<file path="config.mk">
export PLATFORM = sky130hd
export DESIGN_NAME = pipeline_hazard_ctrl
export DESIGN_NICKNAME = d
export VERILOG_FILES = /design/src/rtl/hazard_pkg.sv /design/src/rtl/hazard_tag_reg.sv /design/src/rtl/pipeline_hazard_ctrl.sv
export SDC_FILE = /design/constraint.sdc
export NUM_CORES = 1
export LEC_CHECK = 0
export ABC_CLOCK_PERIOD_IN_PS = 1500
export CAP_MARGIN = 0
export CELL_PAD_IN_SITES_DETAIL_PLACEMENT = 1
export CELL_PAD_IN_SITES_GLOBAL_PLACEMENT = 1
export CORE_ASPECT_RATIO = 0.6
export CORE_MARGIN = 2
export CORE_UTILIZATION = 30
export CTS_CLUSTER_SIZE = 10
export DETAILED_ROUTE_END_ITERATION = 16
export PLACE_DENSITY_LB_ADDON = 0.1
export SLEW_MARGIN = 10
export SYNTH_ARGS = -nofsm -noshare
export SYNTH_HDL_FRONTEND = slang
export SYNTH_HIERARCHICAL = 1
export SYNTH_SLANG_ARGS = --single-unit
</file>
<file path="constraint.sdc">
create_clock -name clk -period 1.5 [get_ports clk]
set_input_delay 0.225 -clock clk [delete_from_list [all_inputs] [get_ports clk]]
set_output_delay 0.225 -clock clk [all_outputs]
set_load 0.1 [all_outputs]
</file>
<file path="src/rtl/hazard_pkg.sv">
// Shared types and constants for the pipeline hazard/forwarding controller.
// stage_tag_t is the default-width tag layout; the top re-derives it from its own parameters.
package hazard_pkg;

    localparam int          HZ_REG_AW = 4;
    localparam int          HZ_N_SRC  = 2;
    localparam logic [31:0] PC_ADDR   = '1;

    typedef enum logic [1:0] {
        FWD_RF = 2'b00,
        FWD_W  = 2'b01,
        FWD_M  = 2'b10
    } fwd_sel_t;

    typedef struct packed {
        logic                 valid;
        logic [HZ_REG_AW-1:0] wa;
        logic                 regwrite;
        logic                 memtoreg;
        logic                 pcsrc;
    } stage_tag_t;

endpackage

</file>
<file path="src/rtl/hazard_tag_reg.sv">
// Pipeline tag register with hold enable and synchronous clear (clear wins).
module hazard_tag_reg #(
    parameter int W = 8
) (
    input  logic         clk,
    input  logic         clr,
    input  logic         en,
    input  logic [W-1:0] d,
    output logic [W-1:0] q
);

    always_ff @(posedge clk) begin
        if (clr)
            q <= '0;
        else if (en)
            q <= d;
    end

endmodule

</file>
<file path="src/rtl/pipeline_hazard_ctrl.sv">
// Hazard and forwarding controller: tracks E/M/W destination tags and derives
// forwarding selects, stalls, flushes and the multi-cycle load freeze.
module pipeline_hazard_ctrl
    import hazard_pkg::*;
#(
    parameter int REG_AW   = HZ_REG_AW,
    parameter int N_SRC    = HZ_N_SRC,
    parameter int LOAD_LAT = 0
) (
    input  logic                    clk,
    input  logic                    reset,
    input  logic [N_SRC*REG_AW-1:0] src_d,
    input  logic [N_SRC-1:0]        src_valid_d,
    input  logic [REG_AW-1:0]       wa_d,
    input  logic                    regwrite_d,
    input  logic                    memtoreg_d,
    input  logic                    pcsrc_d,
    input  logic                    branch_taken_e,
    output logic [N_SRC*2-1:0]      forward_e,
    output logic                    stall_f,
    output logic                    stall_d,
    output logic                    stall_e,
    output logic                    stall_m,
    output logic                    flush_d,
    output logic                    flush_e
);

    localparam logic [REG_AW-1:0] PC = PC_ADDR[REG_AW-1:0];

    typedef struct packed {
        logic              valid;
        logic [REG_AW-1:0] wa;
        logic              regwrite;
        logic              memtoreg;
        logic              pcsrc;
    } tag_t;

    typedef struct packed {
        logic [N_SRC-1:0][REG_AW-1:0] src;
        logic [N_SRC-1:0]             src_valid;
        tag_t                         t;
    } etag_t;

    // W never needs the load flag: ResultW is already the post-mux value.
    typedef struct packed {
        logic              valid;
        logic [REG_AW-1:0] wa;
        logic              regwrite;
        logic              pcsrc;
    } wtag_t;

    logic [N_SRC-1:0][REG_AW-1:0] src_d_a;
    etag_t e_d, e_q;
    tag_t  m_q;
    wtag_t w_d, w_q;
    logic  d_valid;
    logic  mem_wait, m_load, cnt_run;
    logic  ldr_hit, ldr_stall, pcw_pend;
    logic [N_SRC-1:0][1:0] sel;

    assign src_d_a = src_d;

    assign e_d.src         = src_d_a;
    assign e_d.src_valid   = src_valid_d;
    assign e_d.t.valid     = d_valid;
    assign e_d.t.wa        = wa_d;
    assign e_d.t.regwrite  = regwrite_d;
    assign e_d.t.memtoreg  = memtoreg_d;
    assign e_d.t.pcsrc     = pcsrc_d;

    assign w_d = '{valid: m_q.valid, wa: m_q.wa, regwrite: m_q.regwrite, pcsrc: m_q.pcsrc};

    hazard_tag_reg #(.W($bits(etag_t))) u_tag_e (
        .clk (clk),
        .clr (reset | flush_e),
        .en  (~mem_wait),
        .d   (e_d),
        .q   (e_q)
    );

    hazard_tag_reg #(.W($bits(tag_t))) u_tag_m (
        .clk (clk),
        .clr (reset),
        .en  (~mem_wait),
        .d   (e_q.t),
        .q   (m_q)
    );

    // A frozen M stage retires nothing, so W sees a bubble each wait cycle.
    hazard_tag_reg #(.W($bits(wtag_t))) u_tag_w (
        .clk (clk),
        .clr (reset | mem_wait),
        .en  (1'b1),
        .d   (w_d),
        .q   (w_q)
    );

    assign m_load   = m_q.valid & m_q.memtoreg;
    assign mem_wait = m_load & cnt_run & ~reset;

    generate
        if (LOAD_LAT == 0) begin : g_no_wait
            assign cnt_run = 1'b0;
        end else begin : g_wait
            localparam int CW = $clog2(LOAD_LAT + 1);
            logic [CW-1:0] wait_cnt;

            always_ff @(posedge clk) begin
                if (reset)
                    wait_cnt <= '0;
                else if (mem_wait)
                    wait_cnt <= wait_cnt + CW'(1);
                else
                    wait_cnt <= '0;
            end

            assign cnt_run = wait_cnt < CW'(LOAD_LAT);
        end
    endgenerate

    always_ff @(posedge clk) begin
        if (reset)
            d_valid <= 1'b0;
        else if (!mem_wait)
            d_valid <= ~flush_d;
    end

    always_comb begin
        for (int i = 0; i < N_SRC; i++) begin
            sel[i] = FWD_RF;
            if (!reset && e_q.src_valid[i] && e_q.src[i] != PC) begin
                if (m_q.valid && m_q.regwrite && m_q.wa == e_q.src[i])
                    sel[i] = FWD_M;
                else if (w_q.valid && w_q.regwrite && w_q.wa == e_q.src[i])
                    sel[i] = FWD_W;
            end
        end
    end

    assign forward_e = sel;

    always_comb begin
        ldr_hit = 1'b0;
        for (int i = 0; i < N_SRC; i++)
            if (src_valid_d[i] && src_d_a[i] == e_q.t.wa)
                ldr_hit = 1'b1;
    end

    assign ldr_stall = e_q.t.valid & e_q.t.memtoreg & ldr_hit;
    assign pcw_pend  = pcsrc_d | (e_q.t.valid & e_q.t.pcsrc) | (m_q.valid & m_q.pcsrc);

    always_comb begin
        stall_f = ldr_stall | pcw_pend;
        stall_d = ldr_stall;
        stall_e = 1'b0;
        stall_m = 1'b0;
        flush_e = ldr_stall | branch_taken_e;
        flush_d = pcw_pend | (w_q.valid & w_q.pcsrc) | branch_taken_e;
        // Freeze: the branch stays in E, so its flush resolves once the wait ends.
        if (mem_wait) begin
            stall_f = 1'b1;
            stall_d = 1'b1;
            stall_e = 1'b1;
            stall_m = 1'b1;
            flush_e = 1'b0;
            flush_d = 1'b0;
        end
        if (reset) begin
            stall_f = 1'b0;
            stall_d = 1'b0;
            stall_e = 1'b0;
            stall_m = 1'b0;
            flush_e = 1'b0;
            flush_d = pcsrc_d;
        end
    end

endmodule
</file>
=== After elaboration in Yosys (flattened, before gate mapping) ===
Cells that the tools add are included.

* Bits of input ports: 20
* Register bits: 34
* Output and inout bits: 10

* Bitwise gates (word level): 13
* Reduce and logical (&&, ||, !) cells: 13
* Equal/unequal tests: 8
* Multiplexer cells: 12

{| class="wikitable"
|+ Operator list
! kind !! number
|-
| $eq 4x4->1 || 6
|-
| $logic_and 1x1->1 || 12
|-
| $mux 1 || 8
|-
| $mux 2 || 4
|-
| $ne 4x4->1 const B || 2
|-
| $or 1x1->1 || 7
|-
| $and 1x1->1 || 5
|-
| $logic_not 1->1 || 1
|-
| $not 1->1 || 1
|}

=== Logic depth before layout (Yosys ltp) ===
* Depth in word-level cells: 8
* Gate-level depth with buffers: 7
* Gate-level depth less buffers: 5

=== By module ===
The synthesis kept the hierarchy.

{| class="wikitable"
|+ Modules (own cells, without submodules)
! module !! cells an instance !! area an instance (sq um) !! instances
|-
| hazard_tag_reg at u_tag_e || 58 || 649.4 || 1
|-
| pipeline_hazard_ctrl || 64 || 476.7 || 1
|-
| hazard_tag_reg at u_tag_m || 26 || 285.3 || 1
|-
| hazard_tag_reg at u_tag_w || 22 || 247.7 || 1
|}

=== Least setup slack after synthesis ===
Ideal clock, no wire load.

* Path kind: reg-to-output
* From: register u_tag_e.q[10]
* To: output forward_e[0]
* Cell stages (with the launch flop): 4
* Arrival: 3.652 ns
* Required time: 1.275 ns
* Buffers on the path: 0
* Path slack: -2.377 ns
* Cell sequence: dfxtp_1 > xor2_1 > or3_1 > nor4_1

* Longest elaborated chain between the ends: 5

{| class="wikitable"
|+ RTL lines
! item !! line !! source
|-
| from (decl) || hazard_tag_reg.sv:9 || <nowiki>output logic [W-1:0] q</nowiki>
|-
| from (signal assigned) || hazard_tag_reg.sv:14 || <nowiki>q <= '0;</nowiki>
|-
| from (signal assigned) || hazard_tag_reg.sv:16 || <nowiki>q <= d;</nowiki>
|-
| $eq 4x4->1 || pipeline_hazard_ctrl.sv:134 || <nowiki>else if (w_q.valid && w_q.regwrite && w_q.wa == e_q.src[i])</nowiki>
|-
| $logic_and 1x1->1 || pipeline_hazard_ctrl.sv:134 ||
|-
| $mux 1 || pipeline_hazard_ctrl.sv:134 ||
|-
| $mux 2 || pipeline_hazard_ctrl.sv:132 || <nowiki>if (m_q.valid && m_q.regwrite && m_q.wa == e_q.src[i])</nowiki>
|-
| $mux 2 * || pipeline_hazard_ctrl.sv:131 || <nowiki>if (!reset && e_q.src_valid[i] && e_q.src[i] != PC) begin</nowiki>
|-
| to (decl) || pipeline_hazard_ctrl.sv:19 || <nowiki>output logic [N_SRC*2-1:0] forward_e,</nowiki>
|}

Every way passes the cells marked *; elsewhere a longest branch is shown, timed or not.

=== Final worst setup path ===
* From: register u_tag_w.q[5]
* To: output forward_e[2]

* Longest elaborated chain between the ends: 5

{| class="wikitable"
|+ RTL lines
! item !! line
|-
| from (decl) || hazard_tag_reg.sv:9
|-
| from (signal assigned) || hazard_tag_reg.sv:14
|-
| from (signal assigned) || hazard_tag_reg.sv:16
|-
| $eq 4x4->1 || pipeline_hazard_ctrl.sv:134
|-
| $logic_and 1x1->1 || pipeline_hazard_ctrl.sv:134
|-
| $mux 1 || pipeline_hazard_ctrl.sv:134
|-
| $mux 2 || pipeline_hazard_ctrl.sv:132
|-
| $mux 2 || pipeline_hazard_ctrl.sv:131
|}

Every way passes these cells.

==> metrics <==
maximum number of pins on one net before global-route repair=19; Worst Hold Path Cells=3; number of violations reported at the end of detailed-routing iteration 0=47; Highest Clock Rate=499 MHz; number of vias after detailed routing=1,454; fraction of final layout cells with drive strength greater than 1=39.0%; routed length per placed instance=16.9 um; total placed instance area=2360 sq um; PwrDens=782 nW/um^2; number of non-filler instances in the completed layout=302; half-perimeter wire length after detailed placement=3920 um; Post-Syn Instances=167; DRC viols=0; critical path start-end classification=reg2out; overall power after layout=2030 uW; max-slew violation total from the final report=0; outcome=complete, but fails checks; violations in the final reports=negative setup slack; number of buffers added on ports=27; Die Wd=99.0 um; TritonCTS Buffers=5; number of buffers on the longest clock path=2; number of failing setup endpoints in the final timing report=8; warning count from the yosys run=6; Initial Utilization=31.7%; cell count after placement=292; clock tree sinks=33; post-route fraction of the period consumed by the critical path=134%; worst clock skew=3.88 ps; GRT Total Usage=18.1%; worst-path fanout max=2; number of cells traversed by the worst register-to-register path=6; combined buffer and inverter count along the critical path=1; Filler cells=569; HP Class=in2reg; Slowest Stage Delay on Critical Path=350 ps; Mean Syn Cell Area=9.73 sq um; vias per cell=4.81; number of nets at the end of the flow=255; core area=5130 sq um; multi-input gate area in the final layout=1020 sq um; number of global-route vias before repair=1,548; Post-CTS Hold Fix Bufs=0; initial antenna violation count=0; post-synthesis to final-layout area growth=59.4%; H-tree Lvls=2; setup repair after global routing missed its margin=yes; endpoint arrival time on the critical path=1780 ps; final hold slack=278 ps; leakage power total=0.00118 uW; worst vdd rail ir drop=0.000340 V; synthesized area=1630 sq um; clock-pin slew on the worst setup and hold paths=70 ps; clk_lat worst skew=290 ps; core utilization of the finished layout=50.5%; Worst Setup Start Kind=register; Setup crit end kind=primary output; antenna diode instance count=0; final worst slack=-503 ps; slowest stage cell on the critical path=sky130_fd_sc_hd__nor4_4; Post-DRT Antenna Nets=0; final design area excluding fillers=2590 sq um; count of final hold-check violations=0; leftover overflow at the end of global routing=0; min Tclk post-route=2000 ps; root buffer selected by CTS=sky130_fd_sc_hd__clkbuf_8; clock tree from TritonCTS=done; wire length of the first global-routing pass=8160 um; number of core rows=20; global placement routability congestion=0.785; series of cell instances along the critical path=xor2_1, nor3_1, nand4b_1, nor4_4, buf_12; num ports=30; Die Ht=61.0 um; data required time of the worst path=1270 ps; First-pass DRT Iterations=4; routed wire length=5100 um; family with the most delay on the worst path=simple AND/OR/NAND/NOR gates; total area of sequential cells=689 sq um; instance count on the critical path=5; count of maximum capacitance violations=0; Die Footprint=6040 sq um
-- sequential cells by signal, summed over array words and instances, names as in the netlist --
name	cells
u_tag_e/q	18
u_tag_w/q	7
u_tag_m/q	7
d_valid	1
-- repair_timing --
action / in CTS / in global routing
pin swaps: 10 / 6
buffers inserted: 2 / 0
gates resized for setup: 26 / 14
endpoints found under the setup margin: 26 / 26
-- report_power, final --
group          internal [uW]  switching (uW)
combinational            174             191
sequential               893            24.2
clock                    415             330
-- per-layer routing --
| metal | GRT usage (%) | wire length, um |
|---|---|---|
| met5 | 0 | 0 |
| met3 | 4.31 | 240 |
| met4 | 4.89 | 49 |
| met2 | 28.5 | 2210 |
| met1 | 25.4 | 2600 |
-- final cells by class --
cell class	count	area share (%)
clock buffer	7	3.72
clock inverter	1	0.193
inverter	5	0.725
multi-input combinational	122	39.2
sequential	33	26.6
tap	66	3.19
timing repair buffer	68	26.3
-- placed cells by master, fill, tap and decap left out, drive strengths merged, types with 2 or more instances in the layout --
cell type	count
mux2i	32
nand2	3
and4b	2
nor2	34
a21oi	2
nor3	2
conb	5
nand4	4
nor4	3
dlymetal6s2s	4
xnor2	11
clkbuf	7
clkdlybuf4s50	10
dlygate4sd2	5
xor2	9
o22ai	2
nand3	3
a221o	3
dfxtp	33
inv	5
buf	49
-- final timing paths --
kind,start,endpoint,slack (ps)
worst min register to register,d_valid,u_tag_e/q[7],490
worst min-delay path,src_d[1],u_tag_e/q[11],280
worst max-delay path,u_tag_w/q[5],forward_e[2],-500
worst max register to register,u_tag_e/q[3],u_tag_e/q[12],90
-- worst register-to-register path, cell delays in order, from the launching register on --
cell	delay (ps)
sky130_fd_sc_hd__dfxtp_4	370
sky130_fd_sc_hd__xnor2_2	190
sky130_fd_sc_hd__nand3_2	110
sky130_fd_sc_hd__o22a_4	310
sky130_fd_sc_hd__nand2_2	110
sky130_fd_sc_hd__buf_12	150
sky130_fd_sc_hd__nor2_1	70
-- metrics by stage --
stage	setup TNS (ps)	worst slack, ps
after floorplan	-2820	-581
after global placement	-8210	-471
after detailed placement	-8850	-491
after CTS	-3080	-530
after global routing	-3440	-605
final	-2980	-503
No activity file was read; power rests on OpenSTA's default activity.
